## src/rtl/seven_seg_pkg.sv

```systemverilog
// seven_seg_pkg: shared constants and FSM state type for the seven-segment scan controller.
package seven_seg_pkg;
  localparam int NDIG = 4;
  localparam logic [3:0] AN_OFF = 4'b1111;
  localparam logic [6:0] SEG_BLANK = 7'b0;
  typedef enum logic [2:0] {IDLE, ADDR, LATCH, SHOW, BLANK} state_t;
endpackage

```

## src/rtl/seven_seg_slot_timer.sv

```systemverilog
// seven_seg_slot_timer: loadable down-counter with terminal-count flag; holds at zero instead of wrapping.
module seven_seg_slot_timer #(
  parameter int W = 4
) (
  input  logic         CLK,
  input  logic         CLRN,
  input  logic         i_load,
  input  logic [W-1:0] i_val,
  output logic [W-1:0] o_cnt,
  output logic         o_tc
);
  logic [W-1:0] r_cnt;
  always_ff @(posedge CLK or negedge CLRN)
    if (!CLRN) r_cnt <= '0;
    else if (i_load) r_cnt <= i_val;
    else if (r_cnt != '0) r_cnt <= r_cnt - 1'b1;
  assign o_cnt = r_cnt;
  assign o_tc  = (r_cnt == '0);
endmodule

```

## src/rtl/seven_seg_scan_ctrl.sv

```systemverilog
// seven_seg_scan_ctrl: 4-digit multiplexed scan of a 16x7 segment register file, 4 pages of 4 digits.
// Optional macro SEVEN_SEG_SCROLL_EN: page advances every SCROLL_FRAMES frames instead of following PAGE.
module seven_seg_scan_ctrl
  import seven_seg_pkg::*;
#(
  parameter int SHOW_CYC      = 1000,
  parameter int BLANK_CYC     = 8,
  parameter int SCROLL_FRAMES = 64
) (
  input  logic       CLK,
  input  logic       CLRN,
  input  logic       EN,
  input  logic [1:0] PAGE,
  output logic [3:0] RA,
  input  logic [6:0] DATA,
  output logic [6:0] SEG,
  output logic [3:0] AN,
  output logic       FRAME_DONE
);
  localparam int MAXC = (SHOW_CYC > BLANK_CYC) ? SHOW_CYC : BLANK_CYC;
  localparam int CW = $clog2(MAXC + 1);
  localparam int DW = $clog2(NDIG);
  state_t r_state, w_nxt;
  logic [DW-1:0] r_digit, w_digit_n;
  logic [1:0] r_page, w_page_n, w_start_page, w_new_page, w_stop_page;
  logic [3:0] r_ra;
  logic [6:0] r_seg;
  logic [3:0] r_an;
  logic r_fd, w_fd_n, w_load, w_tc, w_frame_end;
  logic [CW-1:0] w_ld_val, w_cnt;
  seven_seg_slot_timer #(.W(CW)) u_timer (
    .CLK(CLK), .CLRN(CLRN), .i_load(w_load), .i_val(w_ld_val), .o_cnt(w_cnt), .o_tc(w_tc)
  );
  assign w_frame_end = EN && r_state == BLANK && w_tc && r_digit == DW'(NDIG - 1);
`ifdef SEVEN_SEG_SCROLL_EN
  localparam int FW = $clog2(SCROLL_FRAMES + 1);
  logic [FW-1:0] r_fcnt;
  logic w_wrap;
  assign w_wrap       = (r_fcnt == FW'(SCROLL_FRAMES - 1));
  assign w_start_page = 2'd0;
  assign w_new_page   = w_wrap ? r_page + 2'd1 : r_page;
  assign w_stop_page  = 2'd0;
  always_ff @(posedge CLK or negedge CLRN)
    if (!CLRN) r_fcnt <= '0;
    else if (!EN) r_fcnt <= '0;
    else if (w_frame_end) r_fcnt <= w_wrap ? '0 : r_fcnt + 1'b1;
`else
  assign w_start_page = PAGE;
  assign w_new_page   = PAGE;
  assign w_stop_page  = r_page;
`endif
  always_comb begin
    w_nxt     = r_state;
    w_digit_n = r_digit;
    w_page_n  = r_page;
    w_load    = 1'b0;
    w_ld_val  = '0;
    case (r_state)
      IDLE: if (EN) begin
        w_nxt     = ADDR;
        w_digit_n = '0;
        w_page_n  = w_start_page;
      end
      ADDR: w_nxt = LATCH;
      LATCH: begin
        w_nxt    = SHOW;
        w_load   = 1'b1;
        w_ld_val = CW'(SHOW_CYC - 1);
      end
      SHOW: if (w_tc) begin
        w_nxt    = BLANK;
        w_load   = 1'b1;
        w_ld_val = CW'(BLANK_CYC - 1);
      end
      BLANK: if (w_tc) begin
        w_nxt     = ADDR;
        w_digit_n = r_digit + 1'b1;
        w_page_n  = w_frame_end ? w_new_page : r_page;
      end
      default: w_nxt = IDLE;
    endcase
    if (!EN) begin
      w_nxt     = IDLE;
      w_digit_n = '0;
      w_page_n  = w_stop_page;
    end
  end
  // FRAME_DONE is registered, so it is raised on entry to digit 3's final BLANK cycle
  assign w_fd_n = w_nxt == BLANK && r_digit == DW'(NDIG - 1) &&
                  (w_load ? (BLANK_CYC == 1) : (w_cnt == CW'(1)));
  always_ff @(posedge CLK or negedge CLRN)
    if (!CLRN) begin
      r_state <= IDLE;
      r_digit <= '0;
      r_page  <= '0;
      r_ra    <= '0;
      r_seg   <= SEG_BLANK;
      r_an    <= AN_OFF;
      r_fd    <= 1'b0;
    end else begin
      r_state <= w_nxt;
      r_digit <= w_digit_n;
      r_page  <= w_page_n;
      if (w_nxt == ADDR) r_ra <= {w_page_n, w_digit_n};
      r_seg   <= (w_nxt == IDLE) ? SEG_BLANK : (r_state == LATCH) ? DATA : r_seg;
      r_an    <= (w_nxt == SHOW) ? ~(4'b0001 << w_digit_n) : AN_OFF;
      r_fd    <= w_fd_n;
    end
  assign RA         = r_ra;
  assign SEG        = r_seg;
  assign AN         = r_an;
  assign FRAME_DONE = r_fd;
endmodule

```

## config.mk

```make
export PLATFORM = sky130hd
export DESIGN_NAME = seven_seg_scan_ctrl
export DESIGN_NICKNAME = d
export VERILOG_FILES = /design/src/rtl/seven_seg_pkg.sv /design/src/rtl/seven_seg_slot_timer.sv /design/src/rtl/seven_seg_scan_ctrl.sv
export SDC_FILE = /design/constraint.sdc
export NUM_CORES = 1
export LEC_CHECK = 0
export ABC_AREA = 1
export CAP_MARGIN = 20
export CORE_MARGIN = 5
export CORE_UTILIZATION = 48
export CTS_CLUSTER_SIZE = 28
export DETAILED_ROUTE_END_ITERATION = 6
export PLACE_DENSITY = 0.79
export SYNTH_ARGS = -nofsm -noshare
export SYNTH_HDL_FRONTEND = slang
export SYNTH_SLANG_ARGS = --single-unit
```

## constraint.sdc

```tcl
create_clock -name CLK -period 1.35 [get_ports CLK]
set_input_delay 0.405 -clock CLK [delete_from_list [all_inputs] [get_ports CLK]]
set_output_delay 0.405 -clock CLK [all_outputs]
set_load 0.005 [all_outputs]
```

==> After elaboration in Yosys (flattened, before gate mapping) <==
Index checks and enable logic that the tools add are counted.
{ "op_classes": {"n_addsub": 2, "n_eq_ne": 9, "n_shift": 1, "muxes": 21, "n_bitwise": 1, "reduce_logical": 11} }
{ "ops": {"columns": ["op", "count"], "rows": [
  ["$mux 10", 2],
  ["$pmux 10 s2", 1],
  ["$pmux 3 s5", 1],
  ["$mux 7", 2],
  ["$mux 3", 4],
  ["$eq 10x1->1 const B", 1],
  ["$logic_not 10->1", 1],
  ["$mux 2", 5],
  ["$reduce_bool 10->1", 1],
  ["$sub 10x1->10 const B", 1],
  ["$eq 3x2->1 const B", 3],
  ["$pmux 2 s2", 2],
  ["$eq 3x1->1 const B", 2],
  ["$eq 3x3->1 const B", 2],
  ["$logic_not 3->1", 2],
  ["$logic_and 1x1->1", 5],
  ["$mux 4", 1],
  ["$not 4->4", 1],
  ["$reduce_bool 2->1", 2],
  ["$shl 1x2->4 const A", 1],
  ["$add 2x1->2 const B", 1],
  ["$eq 2x2->1 const B", 1],
  ["$mux 1", 2],
  ["$pmux 1 s2", 1]
]} }
{ "word_totals": {"register_bits": 33, "word_cells": 53} }

==> Longest topological paths before layout <==
{ "logic_depth": {"ltp_word": 8, "mapped_depth": 11} }

==> By module <==
From an unflattened synthesis, not the netlist that was laid out.
{ "unflattened": {"hier_cells": 247, "area_unflattened_um2": 1850.5} }
{ "by_module_without_submodules": {"columns": ["mod", "instances", "cells_per_inst", "area_per_inst_um2", "seq_area_each_um2"], "rows": [
  ["seven_seg_scan_ctrl", 1, 152, 1154.9, 580.6],
  ["seven_seg_slot_timer", 1, 95, 695.7, 250.2]
]} }

==> Least setup slack after synthesis <==
Ideal clock, no wire load.
{ "synth_timing": {"path_type": "register -> register", "start": "register u_timer.r_cnt[0] (netlist: u_timer.o_cnt[0])", "end": "register r_ra[2] (netlist: RA[2])", "arrival_ns": 1.370, "path_slack_ns": -0.085, "stages_incl_launch_ff": 11, "cell_sequence": "dfrtp_1 -> inv_1 -> ha_1 -> nand2_2 -> inv_2 -> nand4_2 -> nand2_4 -> inv_2 -> nor2_4 -> nand3_1 -> nand2_1"} }
{ "synth_via": {"elab_cells_between_ends": 12, "classes_between": "eq/ne (1); mux (8); reduce/logical (3)"} }
{ "synth_lines": {"columns": ["item", "line_no", "rtl"], "rows": [
  ["start, declared", "seven_seg_slot_timer.sv:12", "logic [W-1:0] r_cnt;"],
  ["start signal, assigned", "seven_seg_slot_timer.sv:15", "else if (i_load) r_cnt <= i_val;"],
  ["start signal, assigned", "seven_seg_slot_timer.sv:16", "else if (r_cnt != '0) r_cnt <= r_cnt - 1'b1;"],
  ["$logic_not 10->1 (*)", "seven_seg_slot_timer.sv:18", "assign o_tc = (r_cnt == '0);"],
  ["$mux 3 (on tied branches)", "seven_seg_scan_ctrl.sv:75, seven_seg_scan_ctrl.sv:70", null],
  ["$pmux 3 s5 (*)", "seven_seg_scan_ctrl.sv:58", "case (r_state)"],
  ["$mux 3 (*)", "seven_seg_scan_ctrl.sv:82", "if (!EN) begin"],
  ["net w_nxt[1]", "seven_seg_scan_ctrl.sv:23", "state_t r_state, w_nxt;"],
  ["$eq 3x1->1 (*)", "seven_seg_scan_ctrl.sv:104", "if (w_nxt == ADDR) r_ra <= {w_page_n, w_digit_n};"],
  ["end signal, assigned", "seven_seg_scan_ctrl.sv:104", null],
  ["end, declared", "seven_seg_scan_ctrl.sv:26", "logic [3:0] r_ra;"]
]} }
The timed path passes the listed nets; every way through them passes the cells marked *.
A chain may end at the register's enable or synchronous reset.

==> Worst setup path after layout <==
{ "layout_timing": {"start": "register u_timer.r_cnt[4] (netlist: u_timer.o_cnt[4])", "end": "register r_fd (netlist: FRAME_DONE)"} }
{ "layout_via": {"elab_chain_len": 7, "elab_cells_between_ends": 12, "classes_between": "eq/ne (2); mux (7); reduce/logical (3)"} }
{ "layout_rtl": {"columns": ["item", "line_no", "rtl"], "rows": [
  ["$logic_not 10->1", "seven_seg_slot_timer.sv:18", null],
  ["$mux 3 (on tied branches)", "seven_seg_scan_ctrl.sv:75, seven_seg_scan_ctrl.sv:70", null],
  ["$pmux 3 s5", "seven_seg_scan_ctrl.sv:58", null],
  ["$mux 3", "seven_seg_scan_ctrl.sv:82", null],
  ["$eq 3x3->1", "seven_seg_scan_ctrl.sv:89", "assign w_fd_n = w_nxt == BLANK && r_digit == DW'(NDIG - 1) &&"],
  ["$logic_and 1x1->1", "seven_seg_scan_ctrl.sv:89", null],
  ["$logic_and 1x1->1 (*)", "seven_seg_scan_ctrl.sv:89", null],
  ["net w_fd_n", "seven_seg_scan_ctrl.sv:29", "logic r_fd, w_fd_n, w_load, w_tc, w_frame_end;"],
  ["end signal, assigned", "seven_seg_scan_ctrl.sv:107", "r_fd <= w_fd_n;"],
  ["end, declared", "seven_seg_scan_ctrl.sv:29", null]
]} }
Marks and branches as above.

==> metrics.txt <==
status finished, violations left; worst reg-to-reg setup slack -0.27 ns; fill count 187; row count 22; Core Box Area 0.00372 mm²; final routed DRC violation total 0; Layout Nets 320; Power Internal 2.56 mW; CTS tree yes; share of cells above drive strength 1 50.5%; post-route ant nets 0; NetSw 1.38 mW; Netlist cell types 31; CP startpoint kind flip-flop; FF-to-FF path depth 10; Hold-fix buffers, CTS 0; post-DP HPWL 3.00 mm; die width 72.3 µm; gr ovfl total 0; Layout Skew 0.00647 ns; Pwr per Cell Area 1300 mW/mm²; critical path class reg2reg; largest net degree at the start of global routing 34; Post-Syn Nets 238; count of final max-slew check failures 0; routed vias 1857; Avg Vias per Cell 5.26; Post-Syn Area 0.00186 mm²; Final Non-Filler Cells 353; CP endpoint kind flip-flop; Worst-Margin Slew 0.294 ns; main area contributors after synthesis dfrtp_1, nand2_1, inv_1, dfstp_2, nand3_1; worst vdd ir 956 µV; syn_area_per_cell 8.38 µm²; RSZ-0062 raised after global routing true; first-pass GRT wire length 8.77 mm; RR Startpoint u_timer.o_cnt[4]; drt first pass iters 4; Fmax 0.619 GHz; final worst path period need 1.62 ns; routed wire length 6.14 mm; logic gate share of total power 42.4%; switching part of the total power 35.0%; Clk pwr share 24.3%; EDFF count, synth 0; Fin. Hold Viols 0; Area Overhead vs Synth 62.3%; Reg power frac 33.2%; die height 72.3 µm; Syn Inst Count 222; root buffer cell clkbuf_8; clock slew at reported path FFs 0.07 ns; failing checks negative setup slack; clk buf depth 2; hold crit path type in2async; FF-to-FF End FRAME_DONE; Crit path arrival time 1.83 ns; fin util 81.2%; most frequent cell after synthesis nand2_1; diode count 0; largest area contributor in the netlist dfrtp_1; Post-synth top cells nand2_1, dfrtp_1, inv_1, nand3_1, inv_2; WHS 0.483 ns; Initial Utilization 50.1%; worst path required time 1.56 ns; FF+latch count, synth 33; top_reg_cell synth dfrtp_1; PortBufs 27; clock sink count 33; worst relative slew slack 80.3%; final-report setup violation count 32; Leakage Power 1.47 nW; # IOs 28; die area 0.00522 mm²; async set-reset flop share out of synthesis 100%; 1st-iter DRT viols 134; GRT Overall Usage 22.0%; vias in the first global route 1788; Placed Cells 328; wire per inst 17.4 µm; Fin Setup TNS -5.87 ns; Synthesis Warnings 0; worst-skew pair later-pin latency 0.29 ns; routability congestion estimate 0.878; Max-cap violations 0; initial antenna violation count 0; Inserted Clock Buffers 5; Yosys top cell area share 39.0%; crit path max fanout 5; H-tree levels 2; fin crit share 120%; Seq/Total Area, Yosys 44.7%; min setup slack post-route -0.266 ns; Total Power 3.94 mW
cells by family after synthesis:
| logic type | count (synthesis) | synth area share, % |
|---|---|---|
| flops | 33 | 44.7 |
| fa+ha+maj | 4 | 2.69 |
| simple gates | 121 | 35.1 |
| xor+xnor | 7 | 3.30 |
| buf+inv | 43 | 9.21 |
| compound gates | 14 | 5.04 |
metrics by stage:
step	cell area, µm²	setup WS (ns)
6_report	3020	-0.266
5_1_grt	3020	-0.332
4_1_cts	2750	-0.154
3_5_place_dp	2470	-0.406
3_3_place_gp	2470	-0.382
2_1_floorplan	1890	-0.0341
power groups by stage:
stage	Sequential [mW]	Clock (mW)	Combinational, mW
global placement	1.30	0	1.16
detailed placement	1.31	0	1.20
floorplan	1.31	0	0.637
global route	1.32	1.03	1.79
finish	1.31	0.958	1.67
CTS	1.29	0.973	1.32
state kept, by name, indices dropped and copies added, names as in the netlist:
register	cells
u_timer.o_cnt	10
SEG	7
AN	4
RA	4
r_state	3
r_digit	2
r_page	2
FRAME_DONE	1
routing by layer:
| metal | track usage, % | up-vias | share of wire, % |
|---|---|---|---|
| met5 | 0 | - | 0 |
| met3 | 4.71 | 31 | 5.3 |
| li1 | - | 846 | - |
| met2 | 38.4 | 84 | 49 |
| met1 | 25.6 | 896 | 40 |
| met4 | 10.0 | 0 | 5.6 |
cell usage in the layout (no fill, tap or decap), drive strengths merged, types with 4 or more instances in the layout:
cell type and count:
nand2 71, buf 55, inv 40, dfrtp 29, nor2 21, nand3 21
clkdlybuf4s15 12, clkdlybuf4s50 11, clkbuf 7, o21ai 6, xor2 5, dfstp 4
nand4 4, a21oi 4, ha 4
layout make-up:
class | count | area, µm² | share of cell area (%)
clock inverters | 1 | 30.0 | 0.995
well taps | 48 | 60.1 | 1.99
clock buffers | 7 | 86.3 | 2.86
flip-flops and latches | 33 | 832 | 27.6
multi-input cells | 146 | 1160 | 38.3
inverters | 40 | 160 | 5.30
repair buffers | 78 | 693 | 23.0
critical path, cell delays in order, from the launching register on:
cell     delay, ns
dfrtp_1       0.42
nor2_4        0.18
nand2_2       0.11
nor2_4        0.18
nand3_2       0.10
nand2_2       0.09
inv_4         0.05
nand2_8       0.10
buf_6         0.10
nand3_2       0.06
nor2_2        0.15
timing repair:
| action | CTS | global route |
|---|---|---|
| resized for setup | 66 | 57 |
| pin swaps | 15 | 17 |
| buffers inserted | 7 | 11 |
| endpoints found under the setup margin | 48 | 45 |
worst max path at each step:
stage,startpoint,endpoint,cells past startpoint
floorplan,u_timer.o_cnt[5],SEG[0],10
global placement,EN,RA[3],9
detailed placement,EN,RA[2],9
CTS,u_timer.o_cnt[8],AN[1],8
global route,u_timer.o_cnt[4],RA[2],9
finish,u_timer.o_cnt[4],FRAME_DONE,10
No activity file was read; power rests on OpenSTA's default activity.
